--- config.mk ---
export PLATFORM = sky130hd
export DESIGN_NAME = sha256_msg_sched
export DESIGN_NICKNAME = d
export VERILOG_FILES = /design/src/rtl/sha256_pkg.sv /design/src/rtl/sha256_sigma.sv /design/src/rtl/sha256_msg_sched.sv
export SDC_FILE = /design/constraint.sdc
export NUM_CORES = 1
export LEC_CHECK = 0
export CAP_MARGIN = 20
export CORE_MARGIN = 2
export CORE_UTILIZATION = 64
export DETAILED_ROUTE_END_ITERATION = 10
export PLACE_DENSITY_LB_ADDON = 0.15
export SETUP_SLACK_MARGIN = 0.1
export SLEW_MARGIN = 30
export SYNTH_ARGS = -nofsm -noshare
export SYNTH_HDL_FRONTEND = slang
export SYNTH_HIERARCHICAL = 1
export SYNTH_SLANG_ARGS = --single-unit
export TNS_END_PERCENT = 30
--- constraint.sdc ---
create_clock -name clk -period 14.2 [get_ports clk]
set_input_delay 3.55 -clock clk [delete_from_list [all_inputs] [get_ports clk]]
set_output_delay 3.55 -clock clk [all_outputs]
set_load 0.01 [all_outputs]
--- src/rtl/sha256_pkg.sv ---
// Shared types, constants and bit helpers for the SHA-256 message-schedule datapath.
package sha256_pkg;

    typedef logic [31:0] word_t;

    localparam int SCHED_BUF_DEPTH = 16;

    typedef enum logic {
        LOAD   = 1'b0,
        EXPAND = 1'b1
    } sched_state_t;

    function automatic word_t ror32(input word_t x, input int unsigned n);
        return (x >> n) | (x << (32 - n));
    endfunction

    function automatic word_t shr32(input word_t x, input int unsigned n);
        return x >> n;
    endfunction

endpackage

--- src/rtl/sha256_sigma.sv ---
// Combinational SHA-256 small sigma: SIG_SEL=0 gives sig0, SIG_SEL=1 gives sig1.
module sha256_sigma
    import sha256_pkg::*;
#(
    parameter int SIG_SEL = 0
) (
    input  word_t x_i,
    output word_t y_o
);

    localparam int unsigned ROT_A = (SIG_SEL == 0) ? 7  : 17;
    localparam int unsigned ROT_B = (SIG_SEL == 0) ? 18 : 19;
    localparam int unsigned SHF   = (SIG_SEL == 0) ? 3  : 10;

    assign y_o = ror32(x_i, ROT_A) ^ ror32(x_i, ROT_B) ^ shr32(x_i, SHF);

endmodule

--- src/rtl/sha256_msg_sched.sv ---
// SHA-256 message-schedule expander: loads 16 words, then streams W[0..NUM_ROUNDS-1]
// using a 16-entry rolling buffer where each new word overwrites W[t-16].
module sha256_msg_sched
    import sha256_pkg::*;
#(
    parameter int NUM_ROUNDS = 64
) (
    input  logic        clk,
    input  logic        rst,
    input  logic        in_valid,
    output logic        in_ready,
    input  logic [31:0] in_word,
    output logic        out_valid,
    input  logic        out_ready,
    output logic [31:0] out_word,
    output logic [5:0]  out_index,
    output logic        blk_done
);

    localparam logic [5:0] LAST_IDX = 6'(NUM_ROUNDS - 1);

    sched_state_t state_q, state_d;
    logic [5:0]   cnt_q, cnt_d;
    logic         blk_done_q, blk_done_d;

    word_t        sched_buf_q [SCHED_BUF_DEPTH];
    logic         wr_en;
    logic [3:0]   wr_addr;
    word_t        wr_data;

    logic [3:0]   idx_t, idx_m2, idx_m7, idx_m15;
    word_t        sig0_w, sig1_w, expanded_w;
    logic         is_expanded;
    logic         in_fire, out_fire;

    // Buffer taps; index arithmetic wraps mod 16 in 4 bits.
    assign idx_t   = cnt_q[3:0];
    assign idx_m2  = idx_t - 4'd2;
    assign idx_m7  = idx_t - 4'd7;
    assign idx_m15 = idx_t - 4'd15;

    sha256_sigma #(.SIG_SEL(0)) u_sig0 (
        .x_i (sched_buf_q[idx_m15]),
        .y_o (sig0_w)
    );

    sha256_sigma #(.SIG_SEL(1)) u_sig1 (
        .x_i (sched_buf_q[idx_m2]),
        .y_o (sig1_w)
    );

    assign expanded_w  = sig1_w + sched_buf_q[idx_m7] + sig0_w + sched_buf_q[idx_t];
    assign is_expanded = (cnt_q[5:4] != 2'b00);

    assign in_ready  = (state_q == LOAD)   && !rst;
    assign out_valid = (state_q == EXPAND) && !rst;
    assign in_fire   = in_valid  && in_ready;
    assign out_fire  = out_valid && out_ready;

    assign out_word  = is_expanded ? expanded_w : sched_buf_q[idx_t];
    assign out_index = cnt_q;
    assign blk_done  = blk_done_q;

    always_comb begin
        state_d    = state_q;
        cnt_d      = cnt_q;
        blk_done_d = 1'b0;
        wr_en      = 1'b0;
        wr_addr    = idx_t;
        wr_data    = in_word;
        case (state_q)
            LOAD: begin
                if (in_fire) begin
                    wr_en = 1'b1;
                    if (cnt_q == 6'd15) begin
                        cnt_d   = 6'd0;
                        state_d = EXPAND;
                    end else begin
                        cnt_d = cnt_q + 6'd1;
                    end
                end
            end
            EXPAND: begin
                if (out_fire) begin
                    wr_en   = is_expanded;
                    wr_data = expanded_w;
                    if (cnt_q == LAST_IDX) begin
                        cnt_d      = 6'd0;
                        state_d    = LOAD;
                        blk_done_d = 1'b1;
                    end else begin
                        cnt_d = cnt_q + 6'd1;
                    end
                end
            end
            default: state_d = LOAD;
        endcase
    end

    always_ff @(posedge clk) begin
        if (rst) begin
            state_q    <= LOAD;
            cnt_q      <= 6'd0;
            blk_done_q <= 1'b0;
        end else begin
            state_q    <= state_d;
            cnt_q      <= cnt_d;
            blk_done_q <= blk_done_d;
        end
    end

    // Buffer contents are don't-care after reset, so no reset here.
    always_ff @(posedge clk) begin
        if (wr_en) begin
            sched_buf_q[wr_addr] <= wr_data;
        end
    end

endmodule

**Word level (Yosys, flattened, before mapping)**

Memory sizes are Yosys's and may differ from the RTL's. A register that Yosys moved wholly into a read port is not among the register bits.
Index checks and enable logic that the tools add are counted.
Widths: inputs -> output; s select.

- Memory bits (writable): 512
- Bits in registers: 8
- Memories kept: 1
- Output and inout bits: 41
- Input port bits: 36
- Logic and storage cells: 54

Memory list:

| memory | depth | width | read ports | clocked after memory_dff | wr ports | line | RTL |
|---|---|---|---|---|---|---|---|
| sched_buf_q | 16 | 32 | 4 | 1 | 1 | sha256_msg_sched.sv:26 | `word_t sched_buf_q [SCHED_BUF_DEPTH];` |

- Equal/unequal tests: 4
- Bitwise operators: 10
- Reduce and logical (&&, ||, !) cells: 8
- Add/sub/neg operators: 7
- Muxes and demuxes: 21

Operators by type and width:

| kind | count |
|---|---|
| $add 32x32->32 | 3 |
| $mux 32 | 3 |
| $xor 32x32->32 | 2 |
| $or 13x32->32 | 1 |
| $or 14x32->32 | 1 |
| $or 15x32->32 | 1 |
| $or 25x32->32 | 1 |
| $xor 32x22->32 | 1 |
| $xor 32x29->32 | 1 |
| $mux 6 | 4 |
| $pmux 6 s2 | 1 |
| $mux 1 | 9 |
| $mux 4 | 2 |
| $add 6x1->6 const B | 1 |
| $eq 6x4->1 const B | 1 |
| $eq 6x6->1 const B | 1 |
| $logic_and 1x1->1 | 4 |
| $pmux 1 s2 | 2 |
| $sub 4x2->4 const B | 1 |
| $sub 4x3->4 const B | 1 |
| $sub 4x4->4 const B | 1 |
| $reduce_or 3->1 | 1 |
| $ne 2x1->1 const B | 1 |
| $ne 2x2->1 const B | 1 |
| 4 further kinds | 5 |

**Depth between registers and ports, before layout**

Gate-level depths: netlist of the first run.
An unclocked memory read counts as a cell.

- Depth in word-level cells: 10
- Mapped depth: 27
- Mapped depth without buffers: 20

**Cells and area by module**

Netlist of the first run, hierarchy kept.

By module, submodules not included:

| module | cells each | times used | area an instance (um^2) | seq. area each (um^2) |
|---|---|---|---|---|
| sha256_msg_sched | 1,840 | 1 | 32,239.7 | 15,615.0 |
| sha256_sigma at u_sig0 | 32 | 1 | 726.9 | 0.0 |
| sha256_sigma at u_sig1 | 32 | 1 | 610.6 | 0.0 |

**Least setup slack after synthesis of the first run**

No wires, ideal clock.

- Kind: reg-to-output
- From: register cnt_q[0], in the netlist out_index[0]
- To: output port out_word[31]
- Stages on the path, launching flop included: 28
- Arrival time: 7.729 ns
- Data required time: 10.650 ns
- Slack: 2.921 ns
- Path buffers: 7
- Cell sequence: dfxtp_1 -> buf_2 -> clkbuf_1 -> buf_2 -> buf_1 -> inv_1 -> ha_1 -> buf_1 -> clkbuf_1 -> clkbuf_1 -> mux4_2 -> mux4_2 -> xor3_1 -> inv_1 -> fa_1 -> fa_1 -> inv_1 -> ha_1 -> inv_1 -> fa_1 -> nor2b_1 -> o2111ai_1 -> a21oi_1 -> nor3_1 -> nor3_1 -> o21ai_1 -> a21o_1 -> a211oi_1

- Elaborated cells between the ends (all ways): 16
- Those cells by class: 6 x add/sub; 1 x mux; 8 x bitwise; 1 x memory

RTL lines:

| item | line | RTL |
|---|---|---|
| from (decl) | sha256_msg_sched.sv:23 | `logic [5:0] cnt_q, cnt_d;` |
| from (signal assigned) | sha256_msg_sched.sv:107 | `cnt_q <= cnt_d;` |
| $sub 4x4->4 * | sha256_msg_sched.sv:40 | `assign idx_m15 = idx_t - 4'd15;` |
| $mem_v2 16x32 * | -- |  |
| $or 25x32->32 / $or 14x32->32 (equally long branches) | sha256_pkg.sv:14 | `return (x >> n) \| (x << (32 - n));` |
| $xor 32x32->32 | sha256_sigma.sv:15 | `assign y_o = ror32(x_i, ROT_A) ^ ror32(x_i, ROT_B) ^ shr32(x_i, SHF);` |
| $xor 32x29->32 * | sha256_sigma.sv:15 |  |
| via sig0_w[1] | sha256_msg_sched.sv:32 | `word_t sig0_w, sig1_w, expanded_w;` |
| $add 32x32->32 * (2 in a row) | sha256_msg_sched.sv:52 | `assign expanded_w = sig1_w + sched_buf_q[idx_m7] + sig0_w + sched_buf_q[idx_t];` |
| $mux 32 * | sha256_msg_sched.sv:60 | `assign out_word = is_expanded ? expanded_w : sched_buf_q[idx_t];` |
| to (decl) | sha256_msg_sched.sv:15 | `output logic [31:0] out_word,` |

Mark *: on every way through the listed nets, which the timed path passes. The rest lies on a longest branch.

**Worst setup path in the final report of the first run**

- From: register cnt_q[1], in the netlist out_index[1]
- To: output port out_word[27]

- Cells in the longest elaborated chain, start to end: 9
- Elaborated cells between the ends (all ways): 16
- Those cells by class: 6 x add/sub; 1 x mux; 8 x bitwise; 1 x memory

Ends and longest elaborated chain:

| item | line | RTL |
|---|---|---|
| $sub 4x2->4 * | sha256_msg_sched.sv:38 | `assign idx_m2 = idx_t - 4'd2;` |
| $mem_v2 16x32 * | -- |  |
| $or 15x32->32 / $or 13x32->32 (equally long branches) | sha256_pkg.sv:14 |  |
| $xor 32x32->32 | sha256_sigma.sv:15 |  |
| $xor 32x22->32 * | sha256_sigma.sv:15 |  |
| via sig1_w[1] | sha256_msg_sched.sv:32 |  |
| $add 32x32->32 * (3 in a row) | sha256_msg_sched.sv:52 |  |
| $mux 32 * | sha256_msg_sched.sv:60 |  |

Marks and branches as above.

==> metrics.cfg, run 1 <==
[run_status]
outcome = complete, no violations

[synth]
synth_seq_cells = 524
avgSynthCellArea_um2 = 17.6
ys.flop_type = edfxtp_1
syn_area_um2 = 33600
synth_warnings = 6
synth_cells = 1904
syn-num-nets = 2039
synthArstFlopShare_pct = 0
synth_cell_types = 53
ys_seq_area_share_pct = 46.5
synth_edf_count = 512

[cells_and_area]
stdcell_count = 2702
area_growth_pct = 11.0
antenna_cells = 0
drive_gt1_share_pct = 34.7
fin_nets = 2113

[grt]
overflow = 0
antenna_found_initial = 1
grt_pass1_wl_mm = 146
grtUsageTotal_pct = 38.4
grt_pass1_vias = 21400
grt_start_max_net_pins = 119

[floorplanning]
start_util_pct = 65.1
num_rows = 83
die_y_um = 233
io_pins = 77
coreArea_um2 = 51600
die_x_um = 233
die_area_um2 = 54300

[clock_tree]
cts_tree = yes
clockRootBuffer = clkbuf_16
worstSkewPairLatency_ns = 0.62
htree_levels = 2
cts_setup_buffers = 0
cts_buffer_depth = 3
cts_resized = 0
clk_pin_slew_ns = 0.05
cts_made_buffers = 56
cts_hold_buf = 0
cts.sinks = 524

[power]
cellLeakagePower_nw = 12.6
vdd_ir_drop_max_mv = 0.154
p_per_area_nw_per_um2 = 158

[route]
vias = 21600
dr.first_iter.drc_count = 3569
via_per_inst = 7.98
wl_mm = 101
remaining_drc_errors = 0
ant_nets = 0
first_pass_iters = 6
wl_per_cell_um = 37.3

[setup_path]
critical-path-max-stage-delay_ns = 0.85
crit_fanout = 47
ff2ff_setup_slack_ns = 5.66
crit_type = reg2out
cp_cell_sequence = buf_4 > buf_4 > mux4_2 > mux4_2 > xor3_1 > inv_1 > fa_1 > fa_1 > inv_1 > ha_1 > inv_1 > fa_1 > nor2b_1 > o2111ai_1 > a21oi_1 > nor3_1 > nor3_1 > o21ai_1 > buf_4 > nor4b_1 > a211oi_1 > clkdlybuf4s50_1
slowest_stage = dfxtp_4
critPathCaptureType = output port
cp.arrival_ns = 9.28
crit_required_ns = 10.65
path_delay_family = buffers and inverters
critPathBufInv = 7
start_kind = register

[placement]
dpl.cell_count = 2598
place_hpwl_mm = 62.8
io_buffers = 76
place_congestion = 0.994

[sta]
setup_tns_ns = 0
hold_viol_final = 0
worst_slew_pin_slew_ns = 0.995
period_share_pct = 90.4
fin_crit_ns = 12.83
fin_worst_skew_ns = 0.0174
maxSlewViolCount = 0
max_slew_margin_pct = 33.1
rsz0062_at_grt = no
max_freq_mhz = 77.9
setup_violations = 0

[job]
maxCapViolCount = 0

[min_path]
hold_path_class = reg2reg

## kinds of logic after synthesis
group / share of synthesized area [%]
flip-flops: 46.5
multiplexers: 34.3
buffers and inverters: 3.69
AND/OR/NAND/NOR: 2.57
AO/OA/AOI/OAI: 2.97
adder cells (fa/ha/maj): 5.08
XOR/XNOR: 4.84
## cells in the mapped netlist, drive strengths merged (6+ instances only)
master  count  area [um2]
a211oi      7        57.6
a21o       11        82.6
a21oi      35         175
and3        7        43.8
buf        63         260
clkbuf     68         255
dfxtp      12         240
edfxtp    512       15400
fa         62        1240
ha         37         463
inv       192         721
mux4      512       11500
nand2      83         312
nand2b      6        37.5
nand3      16        80.1
nor2       41         154
nor3       13        65.1
o21a       12        90.1
o21ai      52         260
o31ai      10        75.1
xnor2      15         131
xor2       30         270
xor3       51        1220
## power breakdown
part	total, mW	internal [mW]	switching (mW)
clock	1.43	0.821	0.608
sequential	1.73	1.71	0.0200
combinational	2.75	1.09	1.66
total	5.91	3.62	2.29
## worst min-delay path: stages (launching register included)
cell and delay [ns]:
dfxtp_1 0.38, nand2_1 0.10, nor3_1 0.06
## layout make-up
class	count	area (um2)
Clock buffer	65	1460
Clock inverter	37	317
Fill cell	3115	14300
Inverter	193	724
Multi-Input combinational cell	1056	16900
Sequential cell	524	15600
Tap cell	680	851
Timing Repair Buffer	147	1390
## stage by stage
| stage | util, % | total power, mW | setup slack, ns | hold WS, ns | area, um2 |
|---|---|---|---|---|---|
| 2_1_floorplan | - | 3.65 | 2.92 | 0.544 | 33600 |
| 3_3_place_gp | 68.6 | 4.36 | 2.28 | 0.574 | 35400 |
| 3_5_place_dp | 68.7 | 4.40 | 2.24 | 0.577 | 35400 |
| 4_1_cts | 72.1 | 5.83 | 1.60 | 0.591 | 37200 |
| 5_1_grt | 72.2 | 6.16 | 1.22 | 0.649 | 37300 |
| 6_report | 72.2 | 5.91 | 1.37 | 0.580 | 37300 |
## registers in the layout (all words and copies together), names as in the netlist, named ones only
name,count
sched_buf_q,512
out_index,6
blk_done,1
state_q,1
## placed cells by master (no fill, tap or decap), types with 4 or more instances in the layout
cell type | Yosys | final
nand2_1 | 83 | 82
nand4_1 | 5 | 5
xor2_1 | 29 | 27
dfxtp_4 | 0 | 4
dfxtp_1 | 12 | 6
inv_1 | 192 | 192
buf_4 | 0 | 64
and3_1 | 7 | 7
clkinv_2 | 0 | 10
edfxtp_1 | 512 | 512
o21ai_0 | 51 | 47
fa_1 | 62 | 62
xnor2_1 | 15 | 15
ha_1 | 37 | 35
a211o_1 | 4 | 4
o21a_1 | 12 | 12
nor3_2 | 0 | 4
xor3_1 | 48 | 48
clkbuf_1 | 68 | 8
mux4_2 | 512 | 512
clkbuf_16 | 0 | 57
clkinv_1 | 1 | 16
a21o_1 | 11 | 11
nand3_1 | 16 | 16
clkdlybuf4s50_1 | 0 | 76
nor3_1 | 13 | 9
nor2b_1 | 4 | 4
and2_1 | 5 | 5
nor2_1 | 41 | 28
nand2b_1 | 6 | 6
a221oi_1 | 4 | 4
o31ai_1 | 10 | 10
a211oi_1 | 6 | 6
a21oi_1 | 35 | 35
nor2_4 | 0 | 13
o21bai_1 | 4 | 4
bufinv_16 | 0 | 5
## worst paths after layout
kind / start / cells after the start / to
hold / removal: out_index[5] / 2 / blk_done
hold reg to reg: out_index[5] / 2 / blk_done
setup / recovery: out_index[1] / 22 / out_word[27]
setup reg to reg: out_index[1] / 20 / sched_buf_q[1][29]
## layer usage
| metal | global-route usage [%] | routed length (um) |
|---|---|---|
| met5 | 0 | 0 |
| met4 | 14.7 | 4470 |
| met3 | 10.9 | 15000 |
| met2 | 59.7 | 47800 |
| met1 | 52.7 | 33700 |
Note: power is estimated with default switching activity, not from simulation.
==> run 2, diff against run 1 <==
--- a/config.mk
+++ b/config.mk
@@ -5,7 +5,6 @@
 export SDC_FILE = /design/constraint.sdc
 export NUM_CORES = 1
 export LEC_CHECK = 0
-export CAP_MARGIN = 20
 export CORE_MARGIN = 2
 export CORE_UTILIZATION = 64
 export DETAILED_ROUTE_END_ITERATION = 10
==> results of run 2 <==
Final layout, timing and power as in run 1 (identical DEF).
